$ cat config.mk
export PLATFORM = sky130hd
export DESIGN_NAME = data_mem_ctrl
export DESIGN_NICKNAME = d
export VERILOG_FILES = /design/src/rtl/data_mem_ctrl.sv
export SDC_FILE = /design/constraint.sdc
export NUM_CORES = 1
export LEC_CHECK = 0
export CORE_AREA = 2 2 133 135
export DETAILED_ROUTE_END_ITERATION = 10
export DIE_AREA = 0 0 135 137
export PLACE_DENSITY = 0.73
export SETUP_SLACK_MARGIN = 0.2
export SLEW_MARGIN = 30
export SYNTH_ARGS = -nofsm -noshare
export SYNTH_HDL_FRONTEND = slang
export SYNTH_SLANG_ARGS = --single-unit
export TNS_END_PERCENT = 5
$ cat constraint.sdc
create_clock -name clk -period 4.7 [get_ports clk]
set_input_delay 0.47 -clock clk [delete_from_list [all_inputs] [get_ports clk]]
set_output_delay 0.47 -clock clk [all_outputs]
set_load 0.05 [all_outputs]
$ cat src/rtl/data_mem_ctrl.sv
//------------------------------------------------------------------------------
// Module   : data_mem_ctrl
// Brief    : Two-port round-robin sequencer in front of a word-addressed
//            data_mem; converts RV32 byte/half/word accesses, RMW for sub-word.
// Revision : 1.0 - initial release
//------------------------------------------------------------------------------
`default_nettype none

module data_mem_ctrl #(
   parameter int MEM_DEPTH  = 256,
   parameter int DATA_WIDTH = 32
) (
   input  logic                  clk,
   input  logic                  rst_n,
   input  logic                  a_req,
   input  logic                  a_we,
   input  logic [1:0]            a_size,
   input  logic                  a_unsigned,
   input  logic [31:0]           a_addr,
   input  logic [DATA_WIDTH-1:0] a_wdata,
   output logic                  a_gnt,
   output logic                  a_done,
   input  logic                  b_req,
   input  logic                  b_we,
   input  logic [1:0]            b_size,
   input  logic                  b_unsigned,
   input  logic [31:0]           b_addr,
   input  logic [DATA_WIDTH-1:0] b_wdata,
   output logic                  b_gnt,
   output logic                  b_done,
   output logic [DATA_WIDTH-1:0] rsp_rdata,
   output logic                  rsp_err,
   output logic                  mem_we,
   output logic [31:0]           mem_addr,
   output logic [DATA_WIDTH-1:0] mem_wdata,
   input  logic [DATA_WIDTH-1:0] mem_rdata
);

   localparam logic [29:0] c_depth = 30'(MEM_DEPTH);

   typedef enum logic [1:0] {
      S_IDLE   = 2'd0,
      S_ACCESS = 2'd1,
      S_MERGE  = 2'd2,
      S_RESP   = 2'd3
   } state_t;

   state_t                r_state;
   logic                  r_we;
   logic                  r_uns;
   logic [1:0]            r_size;
   logic [31:0]           r_addr;
   logic [DATA_WIDTH-1:0] r_wdata;
   logic [DATA_WIDTH-1:0] r_rdata;
   logic                  r_err;
   logic                  r_owner;   // 0 = A, 1 = B
   logic                  r_last;    // last granted port, 1 = B

   logic                  w_sel_b;
   logic                  w_we;
   logic                  w_uns;
   logic [1:0]            w_size;
   logic [31:0]           w_addr;
   logic [DATA_WIDTH-1:0] w_wdata;
   logic                  w_err;
   logic [DATA_WIDTH-1:0] w_shifted;
   logic [DATA_WIDTH-1:0] w_load;
   logic [DATA_WIDTH-1:0] w_merged;

   // Round robin: on a tie the port that did not win last time goes first.
   assign a_gnt = rst_n && (r_state == S_IDLE) && a_req && (!b_req || r_last);
   assign b_gnt = rst_n && (r_state == S_IDLE) && b_req && (!a_req || !r_last);

   assign w_sel_b = b_gnt;
   assign w_we    = w_sel_b ? b_we       : a_we;
   assign w_uns   = w_sel_b ? b_unsigned : a_unsigned;
   assign w_size  = w_sel_b ? b_size     : a_size;
   assign w_addr  = w_sel_b ? b_addr     : a_addr;
   assign w_wdata = w_sel_b ? b_wdata    : a_wdata;

   assign w_err = (w_size == 2'b11)
               || ((w_size == 2'b01) && w_addr[0])
               || ((w_size == 2'b10) && (w_addr[1:0] != 2'b00))
               || (w_addr[31:2] >= c_depth);

   // Addressed lane lands at bit 0; legal halves only shift by 0 or 16.
   assign w_shifted = mem_rdata >> {r_addr[1:0], 3'b000};

   always_comb begin
      case (r_size)
         2'b00:   w_load = {{24{~r_uns & w_shifted[7]}},  w_shifted[7:0]};
         2'b01:   w_load = {{16{~r_uns & w_shifted[15]}}, w_shifted[15:0]};
         default: w_load = mem_rdata;
      endcase
   end

   always_comb begin
      w_merged = mem_rdata;
      if (r_size == 2'b00) begin
         case (r_addr[1:0])
            2'd0: w_merged[7:0]   = r_wdata[7:0];
            2'd1: w_merged[15:8]  = r_wdata[7:0];
            2'd2: w_merged[23:16] = r_wdata[7:0];
            2'd3: w_merged[31:24] = r_wdata[7:0];
         endcase
      end else if (r_addr[1]) begin
         w_merged[31:16] = r_wdata[15:0];
      end else begin
         w_merged[15:0] = r_wdata[15:0];
      end
   end

   always_ff @(posedge clk or negedge rst_n) begin
      if (!rst_n) begin
         r_state <= S_IDLE;
         r_we    <= 1'b0;
         r_uns   <= 1'b0;
         r_size  <= 2'b00;
         r_addr  <= '0;
         r_wdata <= '0;
         r_rdata <= '0;
         r_err   <= 1'b0;
         r_owner <= 1'b0;
         r_last  <= 1'b1;
      end else begin
         case (r_state)
            S_IDLE: begin
               if (a_gnt || b_gnt) begin
                  r_we    <= w_we;
                  r_uns   <= w_uns;
                  r_size  <= w_size;
                  r_addr  <= w_addr;
                  r_wdata <= w_wdata;
                  r_rdata <= '0;
                  r_err   <= w_err;
                  r_owner <= w_sel_b;
                  r_last  <= w_sel_b;
                  r_state <= w_err ? S_RESP : S_ACCESS;
               end
            end
            S_ACCESS: begin
               if (!r_we) begin
                  r_rdata <= w_load;
                  r_state <= S_RESP;
               end else if (r_size == 2'b10) begin
                  r_state <= S_RESP;
               end else begin
                  // Merged word reuses the store-data register for the MERGE write.
                  r_wdata <= w_merged;
                  r_state <= S_MERGE;
               end
            end
            S_MERGE: r_state <= S_RESP;
            S_RESP:  r_state <= S_IDLE;
            default: r_state <= S_IDLE;
         endcase
      end
   end

   always_comb begin
      a_done    = (r_state == S_RESP) && !r_owner;
      b_done    = (r_state == S_RESP) &&  r_owner;
      rsp_rdata = (r_state == S_RESP) ? r_rdata : '0;
      rsp_err   = (r_state == S_RESP) && r_err;
      mem_we    = ((r_state == S_ACCESS) && r_we && (r_size == 2'b10))
               || (r_state == S_MERGE);
      mem_addr  = ((r_state == S_ACCESS) || (r_state == S_MERGE))
               ? {2'b00, r_addr[31:2]} : '0;
      mem_wdata = mem_we ? r_wdata : '0;
   end

endmodule

`default_nettype wire

==> results of run 1 <==
==> where the power goes <==
part | internal (W) | leakage [nW] | switching, W | total (W)
Combinational | 0.00161 | 2.40 | 0.00260 | 0.00421
Clock | 0.000413 | 0.139 | 0.000349 | 0.000762
Sequential | 0.00133 | 1.31 | 0.000361 | 0.00169
==> worst max-delay path, stage by stage, from the launching register on <==
cell and delay (ns):
dfrtp_1 0.42, inv_1 0.12, ha_1 0.18, buf_4 0.38, a31oi_2 0.13, buf_4 0.27, nor2b_1 0.23, clkdlybuf4s50_1 0.85
==> cell families (layout without fill, tap and decap cells) <==
logic type / count (synthesis) / after routing / synth area share (%)
fa+ha+maj: 5 / 5 / 0.9295
flops: 105 / 105 / 39.06
simple gates: 275 / 275 / 21.55
mux: 86 / 86 / 13.57
compound gates: 197 / 197 / 20.12
other cells: 1 / 3 / 0.05572
buf+inv: 71 / 308 / 4.722
==> per-stage QoR <==
step | util, % | instances | hold slack [ns] | total power [W] | cell area, µm²
CTS | 57.81 | 1203 | 0.03151 | 0.006694 | 9859
detailed placement | 56.11 | 1187 | 0.4133 | 0.005921 | 9570
finish | 57.86 | 1204 | 0.03069 | 0.006667 | 9868
global route | 57.84 | 1203 | 0.05147 | 0.007049 | 9866
global placement | 56.06 | 1187 | 0.4087 | 0.005868 | 9562
floorplan | - | 741 | 0.1744 | 0.004550 | 6734
==> worst paths after layout <==
| check | from | cells after the start | end | slack [ns] |
|---|---|---|---|---|
| max in group asynchronous | rst_n | 3 | r_rdata[21] | 3.21 |
| max reg2reg | r_state[1] | 7 | r_rdata[22] | 1.86 |
| min | rst_n | 1 | r_addr[20] | 0.03 |
| min reg2reg | r_wdata[26] | 2 | r_wdata[26] | 0.47 |
| min in group clk | r_wdata[26] | 2 | r_wdata[26] | 0.47 |
| max | r_state[1] | 7 | mem_wdata[7] | 1.30 |
==> state kept, by name (all words and copies together), names as in the netlist <==
name	cells
r_addr	32
r_err	1
r_last	1
r_owner	1
r_rdata	32
r_size	2
r_state	2
r_uns	1
r_wdata	32
r_we	1
==> cell usage in the layout, fill, tap and decap left out, types with 2 or more instances in the layout <==
cell,count
a221oi_1,9
o21ai_1,4
nand3_1,11
conb_1,2
nor4_1,10
nor4b_4,2
a221o_2,10
nand3b_1,3
inv_1,10
o221a_2,8
clkdlybuf4s50_1,269
o21bai_1,2
nor2b_1,43
buf_4,11
ha_1,4
a22o_1,8
and3_1,7
and2_1,66
o22ai_1,2
o21ai_0,82
a221o_1,14
mux2_2,31
a21oi_1,25
clkinv_2,2
nand2_1,110
dfrtp_1,103
clkbuf_1,2
mux2i_1,53
o21a_1,2
nor2_1,11
a22oi_1,15
o31ai_1,7
clkbuf_16,9
==> final cells by class <==
cell class              count  area share (%)
diodes                      1         0.02536
clock buffers              11           2.358
clock inverters             5          0.5706
inverters                  11          0.4184
multi-input cells         565           38.80
flip-flops and latches    105           26.65
well taps                 225           2.853
repair buffers            281           28.33
==> metal layers <==
metal	track usage, %	share of wire, %	wire length [µm]
met1	31.41	41	9476
met3	7.407	9.3	2154
met5	0	0	0
met4	9.838	3.2	738
met2	40.86	47	10910
==> flow_metrics.tcl, run 1 <==
set metrics [dict create \
    antenna_found_initial 0 \
    share_of_final_layout_standard_cells_stronger_than_drive_strength_1_pct 9.407 \
    start_kind "flop" \
    synthDominantAreaCellType "dfrtp_1" \
    num_rows 48 \
    setup_viol_count_final 0 \
    detail_route.first_pass.iterations 5 \
    start_util_pct 39.46 \
    pin_count_of_the_biggest_net_entering_global_routing 48 \
    fin_crit_sh_pct 72.26 \
    result_of_the_run "finished, final reports clean" \
    crit_type "flop to primary output" \
    initialDrtViolationCount 450 \
    powerDensity_nw_per_um2 675.6 \
    layout-area-overhead-vs-synth_pct 46.63 \
    vdd.ir_drop.worst_mv 0.6135 \
    first_pass_grt_wire_length_um 35580 \
    timing.critical_path.required_ns 4.23 \
    max-slew-margin-rel_pct 40.01 \
    post-synth-top-area-fraction_pct 38.67 \
    cts.clk_slew.worst_paths_ns 0.07 \
    synthCells 740 \
    buffer_ports.inserted 271 \
    final_nets 1150 \
    fin_setup_tns_ns 0 \
    rsz_0062_raised_after_global_routing "no" \
    post_synth_edffs 0 \
    critical_path_peak_fanout 44 \
    dp_hpwl_um 17910 \
    boundaryPins 274 \
    grt_use_total_pct 25.07 \
    yosysSeqAreaShare_pct 39.06 \
    timing.final.max_slew_violations 0 \
    synthMostInstantiatedCell "nand2_1" \
    synth.area.top_cells "dfrtp_1, mux2i_1, and2_1, nand2_1, o21ai_0" \
    worst_ep_arrival_time_ns 2.93 \
    post_cts_hold_buffer_count 0 \
    clock_tree.htree_level_count 3 \
    via_count 6554 \
    grt_overflow 0 \
    synth-async-reset-ratio_pct 100.0 \
    cts_num_sinks 105 \
    routed_via_density 5.444 \
    netlist_area_um2 6730 \
    drcViolationCount 0 \
    max_cap_violations 0 \
    worst_hold_path_type "input pin to async pin" \
    synth_flop_cell "dfrtp_1" \
    tritoncts "done" \
    ant_nets 0 \
    worst_clock_skew_ns 0.01010 \
    die_area_um2 18500 \
    cts_resized 0 \
    synth-warning-count 0 \
    die_w_um 135 \
    sequential_cell_area_um2 2630 \
    area_taken_by_multi_input_logic_gates_um2 3829 \
    fmax_mhz 294.5 \
    clock_tree.root_cell "clkbuf_16" \
    place_ws_ns 1.689 \
    leakagePower_nw 3.847 \
    num-fill-cells 1565 \
    postCtsSetupBuffers 0 \
    max_clock_buf_depth 2 \
    synth.avg_cell_area_um2 9.095 \
    chipHeight_um 137 \
    finalWorstPathRequiredPeriod_ns 3.396 \
    synth_common_cells "nand2_1, dfrtp_1, o21ai_0" \
    end_kind "primary output" \
    totalWireLength_um 23280 \
    synthDistinctLibCells 57 \
    synth-seq-cells 105 \
    clk_latency_ns 0.35 \
    finalWeightedCongestion 0.8469 \
    setup_slack_ns 1.304 \
    core_area_um2 17060 \
    grt_pass1_vias 6400 \
    finalHoldViolCount 0 \
    cts_inserted_buffers 9 \
    max_slew.worst_pin.slew_ns 0.8999 \
    wire_per_inst_um 19.34 \
]
No activity file was read; power rests on OpenSTA's default activity.
==> inputs of run 2 (changes only) <==
==> constraint.sdc (replaced) <==
create_clock -name clk -period 3.31 [get_ports clk]
set_input_delay 0.331 -clock clk [delete_from_list [all_inputs] [get_ports clk]]
set_output_delay 0.331 -clock clk [all_outputs]
set_load 0.05 [all_outputs]
==> run 2 against run 1 <==
Utilization up 2.9 points. Non-clock buffer count up 9. Final cell count up 0.75%. Largest cell class unchanged. Combinational power up 56%. Clock power up 67%. Global-route usage about the same. Clock skew down 0.0033 ns. Wire length up 0.70%. Sequential share of layout area down 1.3 points. Die area unchanged. Critical path type unchanged. Largest power group unchanged. Final area up 4.9%.
==> flow_metrics.tcl, run 2 (same netlist as run 1, synthesis figures left out) <==
set metrics [dict create \
    regToRegStartpoint "r_state[1]" \
    critical_path_peak_fanout 44 \
    grt_pass1_vias 6305 \
    routed_via_density 5.373 \
    clk_latency_ns 0.36 \
    leakagePower_nw 4.099 \
    dp_hpwl_um 18310 \
    setup_viol_count_final 0 \
    first_pass_grt_wire_length_um 35270 \
    clock_tree.htree_level_count 3 \
    core_area_um2 17060 \
    finalWorstPathRequiredPeriod_ns 2.790 \
    fmax_mhz 358.4 \
    antenna_found_initial 0 \
    start_kind "flop" \
    totalWireLength_um 23440 \
    met3_length_um 2090 \
    crit_type "flop to primary output" \
    pin_count_of_the_biggest_net_entering_global_routing 72 \
    timing.critical_path.required_ns 2.98 \
    max_cap_violations 0 \
    startpoint "r_state[1]" \
    finalWeightedCongestion 0.8546 \
    post_cts_hold_buffer_count 1 \
    rsz_0062_raised_after_global_routing "no" \
    share_of_final_layout_standard_cells_stronger_than_drive_strength_1_pct 13.58 \
    postCtsSetupBuffers 0 \
    cts_resized 0 \
    tritoncts "done" \
    final_nets 1159 \
    worst_ep_arrival_time_ns 2.46 \
    area_taken_by_multi_input_logic_gates_um2 3817 \
    final_cell_mix "clkdlybuf4s50_1, nand2_1, dfrtp_1" \
    max_slew.worst_pin.slew_ns 0.8776 \
    fin_crit_sh_pct 84.30 \
    grt_overflow 0 \
    cts_inserted_buffers 9 \
    ant_nets 0 \
    timing.final.max_slew_violations 0 \
    sequential_cell_area_um2 2629 \
    maxUsedRoutingLayer "met4" \
    die_area_um2 18500 \
    boundaryPins 274 \
    timing.hold.ws_ns 0.3945 \
    chipHeight_um 137 \
    cts_num_sinks 105 \
    worstRegToRegCells 9 \
    layout-area-overhead-vs-synth_pct 53.86 \
    max-slew-margin-rel_pct 41.50 \
    start_util_pct 39.46 \
    wire_per_inst_um 19.33 \
    end_kind "primary output" \
    num_rows 48 \
    die_w_um 135 \
    worst_clock_skew_ns 0.006776 \
    clock_tree.root_cell "clkbuf_16" \
    grt_use_total_pct 25.04 \
    via_count 6517 \
    finalHoldViolCount 0 \
    cts.clk_slew.worst_paths_ns 0.07 \
    worst_hold_path_type "input pin to async pin" \
    route.met2.wl_um 11190 \
    reg.largest.list "r_addr x32, r_rdata x32, r_wdata x32" \
    layout_commonest_cell "clkdlybuf4s50_1" \
    worst-r2r-setup-slack_ns 0.83 \
    result_of_the_run "finished, final reports clean" \
    drcViolationCount 0 \
    num-fill-cells 1495 \
    initialDrtViolationCount 526 \
    vdd.ir_drop.worst_mv 0.7553 \
    max_clock_buf_depth 2 \
    fin_setup_tns_ns 0 \
    buffer_ports.inserted 271 \
    m1WireLength_um 9564 \
    critical_path.reg2reg.endpoint "r_rdata[28]" \
    detail_route.first_pass.iterations 5 \
    powerDensity_nw_per_um2 986.0 \
]
[run 2: changes by cell type in the layout (fill, tap and decap cells not counted), moves of 2 or more]
cell,delta
clkdlybuf4s50_1,-34
clkinv_4,+2
buf_12,+36
buf_4,+6
clkinv_2,-2
bufinv_16,+2
clkbuf_1,-2
[run 2: power breakdown]
part | leakage (nW) | switching (W) | internal, W
clock network | 0.172 | 0.000523 | 0.000749
logic | 2.62 | 0.00383 | 0.00272
registers | 1.31 | 0.000497 | 0.00189
[run 2: worst max path at each step]
stage                    endpoint  cells after the start
finish              mem_wdata[29]                      7
detailed placement    r_rdata[28]                      7
floorplan                   b_gnt                      6
global route        mem_wdata[29]                      7
global placement      r_rdata[24]                      7
CTS                 mem_wdata[29]                      7
[run 2: final cells by class]
cell class                      count  share of cell area [%]
Multi-Input combinational cell    565                   36.87
Sequential cell                   105                   25.39
Timing Repair Buffer              290                   31.20
Clock buffer                        9                   2.175
Clock inverter                      7                   1.232
Tap cell                          225                   2.719
Antenna cell                        1                 0.02417
Inverter                           11                  0.3987
[run 2: worst max-delay path, cell delays in order (launching register included)]
cell and delay, ns:
dfrtp_1 0.42, inv_1 0.11, ha_1 0.17, buf_4 0.38
a31oi_2 0.34, buf_12 0.26, nor2b_1 0.23, buf_12 0.18
[run 2: metrics by stage]
stage               util, %  setup slack (ns)  power, W  std cells  area, µm²
finish                60.71            0.5198   0.01021       1213      10350
global route          60.70            0.3575   0.01074       1212      10350
CTS                   60.68            0.4828   0.01026       1212      10350
detailed placement    58.55            0.6478  0.008970       1195       9987
global placement      58.55            0.6834  0.008881       1195       9987
floorplan                 -            0.9935  0.006461        741       6734
[run 2: routing by layer]
metal,GRT usage [%],up-vias
met5,0,-
met4,9.317,0
met3,7.074,31
met2,42.08,268
met1,30.72,3092
li1,-,3126
==> inputs of run 3 (changes only) <==
--- a/config.mk
+++ b/config.mk
@@ -8,7 +8,7 @@
 export CORE_AREA = 2 2 133 135
 export DETAILED_ROUTE_END_ITERATION = 10
 export DIE_AREA = 0 0 135 137
-export PLACE_DENSITY = 0.73
+export PLACE_DENSITY = 0.76
 export SETUP_SLACK_MARGIN = 0.2
 export SLEW_MARGIN = 30
 export SYNTH_ARGS = -nofsm -noshare
==> constraint.sdc (replaced) <==
create_clock -name clk -period 2.47 [get_ports clk]
set_input_delay 0.247 -clock clk [delete_from_list [all_inputs] [get_ports clk]]
set_output_delay 0.247 -clock clk [all_outputs]
set_load 0.05 [all_outputs]
==> run 3 against run 2 <==
Non-clock buffer count rose by 11. Die area unchanged. Via count up 4.6%. Largest cell class is now buffers.
==> flow_metrics.tcl, run 3 (same netlist as run 1, synthesis figures left out) <==
set metrics [dict create \
    finalWorstPathRequiredPeriod_ns 2.286 \
    worstRegToRegCells 8 \
    powerDensity_nw_per_um2 1336 \
    initialDrtViolationCount 535 \
    final_cell_mix "clkdlybuf4s50_1, nand2_1, buf_12" \
    rsz_0062_raised_after_global_routing "yes" \
    grt_pass1_vias 6966 \
    via_count 6814 \
    max_clock_buf_depth 2 \
    reg.largest.list "r_addr x32, r_rdata x32, r_wdata x32" \
    layout_commonest_cell "clkdlybuf4s50_1" \
    die_w_um 135 \
    worst-r2r-setup-slack_ns 0.30 \
    pin_count_of_the_biggest_net_entering_global_routing 74 \
    antenna_cells_inserted 0 \
    max-slew-margin-rel_pct 46.56 \
    detail_route.first_pass.iterations 5 \
    fin_crit_sh_pct 92.57 \
    routed_via_density 5.572 \
    dp_hpwl_um 19370 \
    area_taken_by_multi_input_logic_gates_um2 3918 \
    critical_path.reg2reg.endpoint "r_rdata[10]" \
    grt_use_total_pct 27.04 \
    num-fill-cells 1386 \
    clock_tree.root_cell "clkbuf_16" \
    start_util_pct 39.46 \
    end_kind "primary output" \
    vdd.ir_drop.worst_mv 0.8616 \
    regToRegStartpoint "r_state[1]" \
    drcViolationCount 0 \
    worstHoldEndpoint "r_addr[3]" \
    timing.hold.ws_ns 0.4529 \
    finalWeightedCongestion 0.9364 \
    timing.critical_path.required_ns 2.22 \
    cts_inserted_buffers 9 \
    worst_hold_path_type "input pin to flop" \
    fin_setup_tns_ns 0 \
    first_pass_grt_wire_length_um 38430 \
    ant_nets 0 \
    critical_path_peak_fanout 25 \
    sequential_cell_area_um2 2629 \
    timing.final.max_slew_violations 0 \
    fmax_mhz 437.4 \
    share_of_final_layout_standard_cells_stronger_than_drive_strength_1_pct 24.05 \
    setup_viol_count_final 0 \
    wire_per_inst_um 20.31 \
    setup_slack_ns 0.1835 \
    chipHeight_um 137 \
    core_area_um2 17060 \
    max_cap_violations 0 \
    clk_latency_ns 0.35 \
    num_rows 48 \
    start_kind "flop" \
    place_ws_ns 0.007393 \
    design_power_total_w 0.01499 \
    clock_tree.htree_level_count 3 \
    buffer_ports.inserted 271 \
    cts.clk_slew.worst_paths_ns 0.07 \
    holdCritStartpoint "b_addr[3]" \
    final_nets 1170 \
    tritoncts "done" \
    result_of_the_run "finished, final reports clean" \
    die_area_um2 18500 \
    hold-path-cell-count 3 \
    leakagePower_nw 4.494 \
    layout.core_utilization_pct 65.76 \
    totalWireLength_um 24840 \
    crit_type "flop to primary output" \
    antenna_found_initial 0 \
    finalHoldViolCount 0 \
    worst_clock_skew_ns 0.005859 \
    max_slew.worst_pin.slew_ns 0.7990 \
    grt_overflow 0 \
    worst_ep_arrival_time_ns 2.04 \
    cts_num_sinks 105 \
    layout-area-overhead-vs-synth_pct 66.67 \
    boundaryPins 274 \
]
run 3: timing repair:
action | CTS | global route
endpoints found under the setup margin | 51 | 96
endpoints found under the hold margin | 15 | 0
resized for setup | 38 | 4
pin swaps | 1 | 1
hold buffers | 2 | 0
setup buffers | 0 | 1
cloned | 1 | 0
run 3: final cells by class:
class,instances,area share (%)
well taps,225,2.510
clock inverters,5,0.4908
multi-input cells,565,34.92
flip-flops and latches,105,23.44
clock buffers,11,2.164
inverters,11,0.4127
repair buffers,301,36.06
run 3: metal layers:
| layer | track usage [%] | wire length (µm) | share of wire (%) |
|---|---|---|---|
| met4 | 10.94 | 868 | 3.5 |
| met5 | 0 | 0 | 0 |
| met3 | 7.481 | 2458 | 9.9 |
| met1 | 32.91 | 9732 | 39 |
| met2 | 45.40 | 11780 | 47 |
run 3: critical path, cell delays in order (launching register included):
cell	delay (ns)
dfrtp_1	0.43
inv_1	0.13
ha_2	0.24
buf_12	0.17
a31oi_2	0.13
buf_12	0.20
nor2b_2	0.21
buf_12	0.16
run 3: power by group:
group          leakage, nW  internal (W)  switching, W
registers             1.31       0.00253      0.000649
logic                 3.04       0.00475       0.00557
clock network        0.142      0.000812      0.000672
total                 4.49       0.00810       0.00689
run 3: worst max-delay path by stage:
stage,startpoint,cells after the start,end
2_1_floorplan,r_state[0],8,r_addr[22]
3_3_place_gp,b_req,6,r_rdata[29]
5_1_grt,r_state[1],7,mem_wdata[16]
6_report,r_state[1],7,mem_wdata[15]
4_1_cts,r_state[1],7,mem_wdata[16]
3_5_place_dp,b_req,6,r_rdata[28]
run 3: stage by stage:
stage | area (µm²) | instances
finish | 11220 | 1223
global route | 11220 | 1223
CTS | 11170 | 1222
detailed placement | 10710 | 1203
global placement | 10710 | 1203
floorplan | 6734 | 741
